<file path="src/rtl/match_judge.sv">
// rtl/match_judge.sv - pattern-matching game judge with per-level countdown timer
// A round plays lvl-dependent symbols from an external pattern ROM against key presses.
module match_judge #(
    parameter int TICK_DIV = 50000000,
    parameter int TICK_W   = 26
) (
    input  logic       clk,
    input  logic       reset,
    input  logic       start,
    input  logic       player_sel,
    input  logic [3:0] user_id,
    input  logic [1:0] lvl_inp,
    input  logic       key_valid,
    input  logic [3:0] key_val,
    output logic [4:0] pat_addr,
    input  logic [3:0] pat_data,
    output logic       player,
    output logic [3:0] internalid,
    output logic [1:0] lvl_out,
    output logic       win,
    output logic       timeout,
    output logic       fail,
    output logic       busy,
    output logic [3:0] time_left
);

    typedef enum logic [2:0] {
        IDLE = 3'd0,
        PLAY = 3'd1,
        WIN  = 3'd2,
        LOSE = 3'd3,
        TOUT = 3'd4
    } state_t;

    localparam logic [TICK_W-1:0] DIV_MAX = TICK_W'(TICK_DIV - 1);

    state_t            state_q, state_d;
    logic [2:0]        idx_q, idx_d;
    logic [TICK_W-1:0] div_q, div_d;
    logic [3:0]        time_q, time_d;
    logic              player_q, player_d;
    logic [3:0]        id_q, id_d;
    logic [1:0]        lvl_q, lvl_d;

    logic              tick;
    logic [2:0]        last_idx;

    assign tick     = (div_q == DIV_MAX);
    // N-1 = 1 + 2*lvl, so the last index is just {lvl, 1}
    assign last_idx = {lvl_q, 1'b1};

    always_ff @(posedge clk) begin
        if (reset) begin
            state_q  <= IDLE;
            idx_q    <= '0;
            div_q    <= '0;
            time_q   <= '0;
            player_q <= 1'b0;
            id_q     <= '0;
            lvl_q    <= '0;
        end else begin
            state_q  <= state_d;
            idx_q    <= idx_d;
            div_q    <= div_d;
            time_q   <= time_d;
            player_q <= player_d;
            id_q     <= id_d;
            lvl_q    <= lvl_d;
        end
    end

    always_comb begin
        state_d  = state_q;
        idx_d    = idx_q;
        div_d    = div_q;
        time_d   = time_q;
        player_d = player_q;
        id_d     = id_q;
        lvl_d    = lvl_q;

        unique case (state_q)
            IDLE: begin
                if (start) begin
                    player_d = player_sel;
                    id_d     = user_id;
                    lvl_d    = lvl_inp;
                    idx_d    = '0;
                    div_d    = '0;
                    time_d   = 4'd12 - {1'b0, lvl_inp, 1'b0};
                    state_d  = PLAY;
                end
            end
            PLAY: begin
                div_d = tick ? '0 : div_q + 1'b1;
                // A key press in a tick cycle wins over the tick and suppresses the decrement
                if (key_valid) begin
                    if (key_val == pat_data) begin
                        if (idx_q == last_idx) begin
                            state_d = WIN;
                        end else begin
                            idx_d = idx_q + 1'b1;
                        end
                    end else begin
                        state_d = LOSE;
                    end
                end else if (tick) begin
                    time_d = time_q - 1'b1;
                    if (time_q == 4'd1) begin
                        state_d = TOUT;
                    end
                end
            end
            WIN, LOSE, TOUT: begin
                state_d = IDLE;
            end
            default: begin
                state_d = IDLE;
            end
        endcase
    end

    assign pat_addr   = {lvl_q, idx_q};
    assign player     = player_q;
    assign internalid = id_q;
    assign lvl_out    = lvl_q;
    assign win        = (state_q == WIN);
    assign fail       = (state_q == LOSE);
    assign timeout    = (state_q == TOUT);
    assign busy       = (state_q == PLAY);
    assign time_left  = time_q;

endmodule

</file>
<file path="config.mk">
export PLATFORM = sky130hd
export DESIGN_NAME = match_judge
export DESIGN_NICKNAME = d
export VERILOG_FILES = /design/src/rtl/match_judge.sv
export SDC_FILE = /design/constraint.sdc
export NUM_CORES = 1
export LEC_CHECK = 0
export BUFFER_PORTS_ARGS = -buffer_cell sky130_fd_sc_hd__buf_2
export CAP_MARGIN = 20
export CORE_ASPECT_RATIO = 1.75
export CORE_UTILIZATION = 56
export DETAILED_ROUTE_END_ITERATION = 6
export PLACE_DENSITY = 0.81
export SLEW_MARGIN = 25
export SYNTH_ARGS = -nofsm -noshare
export SYNTH_HDL_FRONTEND = slang
export SYNTH_SLANG_ARGS = --single-unit
</file>
<file path="constraint.sdc">
create_clock -name clk -period 2.3 [get_ports clk]
set_input_delay 0.23 -clock clk [delete_from_list [all_inputs] [get_ports clk]]
set_output_delay 0.23 -clock clk [all_outputs]
set_load 0.05 [all_outputs]
</file>
==> impl_results.md <==
* # Post-CTS Setup Buffers at 0
* DRC viols at 0
* Setup TNS at 0 ps
* Pin count of the biggest net entering global routing at 33
* CTS tree: built
* Synth Area per Inst at between 8 and 9 um2
* Worst-path clk slew at 90 ps
* GR Util All Layers at 0.272
* Vias per inst at about 6
* Int Pwr at around 0.0012 W
* Number of synthesis warnings at 0
* Netlist cell types at 58
* Post-DRT Antenna Nets at 0
* Sequential share of power at 0.482
* Metal-1 WL at ~2300 um
* Number of cell rows at 31
* Crit-path cells: ha_1, nand4_4, buf_4, nor4_1, nand3_1, o21ai_0, a31oi_1
* Critical Path Start Type: flop
* Cts bufs inserted at 5
* Worst path buffer plus inverter count at 1
* PwrDens at 588 nW/um2
* # hold bufs at CTS at 0
* FILL cells at 351
* Post-synthesis register bit count at between 40 and 50
* Post-synth top flop: dfxtp_1
* Worst EP required at 2500 ps
* Drt first pass iters at 4
* Comb power frac at 0.147
* Max frequency at 482 MHz
* Clk Latency, worst-skew pair at 310 ps
* Maximum vdd drop at roughly 0.00054 V
* Clock Sinks at between 40 and 50
* DR WL met3 at 241 um
* Switch Pwr at 0.000457 W
* Synth async-reset ratio at 0
* Die area at 4600 um2
* Initial DRC count at 63
* Final period utilization at 0.901
* Status: finished clean
* Clock root buffer: clkbuf_8
* Setup CP Type: flop to flop
* Total Wirelength at slightly below 6000 um
* RSZ-0062 raised after global routing: no
* Syn-to-layout area delta at 14.2%
* Starting density of the core at 0.584
* Core area at 4150 um2
* Number of port buffers at 38
* First-pass GRT wire length at between 9000 and 10000 um
* Post-Syn Area at 2420 um2
* Post-DP HPWL at 4380 um
* Final hold viol count at 0
* Grt ovf at 0
* Skew final at 12.8 ps
* Worst Tran Pin Value at ~650 ps
* Avg WL per Cell at 15.8 um
* Syn Nets at 313
* Family with the most delay on the worst path: simple AND/OR/NAND/NOR gates
* GP Congestion at between 0.9 and 1
* IO Pins at 39
* Vias in the first global route at 2175
* Sequential share of the synthesized area at 0.355
* Slew HR at 0.565
* Clk pwr share at 0.370
* Setup violators final at 0
* Share of post-route cells with drive strength above 1 at 0.213
* Slew Limit Fails at 0
* Switching share of total power at 0.281
* Met2 wire len at 3160 um
* CP max stage cell: nor4_1
* DIE WIDTH at 51.7 um
* Via Count at approximately 2300
* Nets at 351
* Number of flops mapped to enable cells by yosys at 0
* Min-Delay Path Class: input pin to flop
* Top sig layer: met4
* Crit path DAT at 2270 ps
* Period minus WS final at 2070 ps
* H-tree Lvls at 2
* Power Total at about 0.0016 W
* CP Capture Type: flop
* CP max FO at 9
* Lkg Pwr at 1.09 nW
* Max_cap viols at 0
* Synth Instances at a little under 300
* Antenna cell count at 0
* Die Height at 89.0 um
* Antenna violations before repair at 0
* CTS max path bufs at 2
* Post-CTS sizing at 0
* Slowest stage delay, CP at ~540 ps
synthesized netlist by cell type, types with 2 or more instances:
master    count  area share
or2b_1        4       0.012
xor2_1        4       0.014
ha_1          5       0.026
a32oi_1       2      0.0072
mux2i_1       3       0.012
nand3_1      12       0.025
nor3b_1       3      0.0093
nor4b_1       3       0.011
and4bb_2      2       0.010
a211oi_1      2      0.0062
buf_6         5       0.023
buf_2         2      0.0041
a31oi_1      15       0.039
clkbuf_1      7       0.011
or4_1         2      0.0062
buf_4         3      0.0093
nor4_4        2       0.018
nand4_1       7       0.018
and3_1        4       0.010
inv_1        11       0.017
dfxtp_1      43        0.36
nand3b_1      2      0.0062
o21ai_0      10       0.021
o31a_1        2      0.0072
nand2b_1      2      0.0052
a21oi_1      24       0.050
or3_1         4       0.010
nor2_1       18       0.028
a211o_1       2      0.0072
xnor2_1       4       0.014
o41ai_1       2      0.0072
nand2_1      34       0.053
nor4_1        9       0.023
o211ai_1      4       0.012
nor3_1        8       0.017
flip-flops by register name, indices dropped and copies added (netlist names):
signal / flops
div_q: 26
idx_q: 3
internalid: 4
lvl_out: 2
player: 1
state_q: 3
time_left: 4
worst paths after layout:
kind | slack [ps] | end | cells past startpoint | startpoint
max | 230 | div_q[24] | 7 | div_q[1]
min | 160 | internalid[0] | 3 | user_id[0]
max reg2reg | 230 | div_q[24] | 7 | div_q[1]
min reg2reg | 460 | internalid[1] | 2 | internalid[1]
power by group through the flow:
stage / logic [W] / clock network (W) / registers, W
6_report: 0.000240 / 0.000602 / 0.000785
4_1_cts: 0.000238 / 0.000610 / 0.000784
2_1_floorplan: 0.000141 / 0 / 0.000836
3_3_place_gp: 0.000232 / 0 / 0.000801
3_5_place_dp: 0.000237 / 0 / 0.000802
5_1_grt: 0.000258 / 0.000628 / 0.000788
kinds of logic after synthesis:
kind of cell,count (synthesis),share of synthesized area
simple gates,126,0.304
buf+inv,28,0.0646
flops,43,0.355
fa+ha+maj,5,0.0258
xor+xnor,8,0.0289
mux,4,0.0186
compound gates,75,0.202
cell type report:
type	count	area [um2]	area share
Clock buffer	5	68.8	0.0249
Clock inverter	3	43.8	0.0158
Timing Repair Buffer	48	278	0.100
Sequential cell	43	861	0.311
Inverter	11	41.3	0.0149
Tap cell	49	61.3	0.0222
Multi-Input combinational cell	218	1410	0.510
worst min-delay path, stage by stage:
cell     delay (ps)
buf_2            90
nand2_1          50
a21oi_1          50
through the flow:
stage | worst slack [ps] | cell area (um2) | std cells | hold slack, ps | utilization
5_1_grt | 106 | 2770 | 377 | 163 | 0.666
6_report | 227 | 2770 | 377 | 157 | 0.666
2_1_floorplan | 252 | 2420 | 289 | 309 | -
4_1_cts | 243 | 2770 | 377 | 153 | 0.666
3_5_place_dp | 248 | 2650 | 369 | 449 | 0.639
3_3_place_gp | 246 | 2650 | 369 | 440 | 0.639
metal layers:
layer  up-vias  global-route usage
li1       1144                   -
met1      1069               0.269
met2        80               0.504
met3        29              0.0459
met4         0               0.179
met5         -                   0
cells in the final DEF, fill, tap and decap left out, types with 3 or more instances in the layout:
master,count
dfxtp_1,43
buf_2,38
nand2_1,34
a21oi_1,24
nor2_1,18
a31oi_1,15
nand3_1,12
inv_1,11
o21ai_0,10
nor4_1,9
buf_4,9
nor3_1,8
nand4_1,7
ha_1,5
clkbuf_8,5
and3_1,4
or3_1,4
o211ai_1,4
xor2_1,4
xnor2_1,4
or2b_1,4
nor3b_1,3
mux2i_1,3
(Power assumes the default switching activity.)
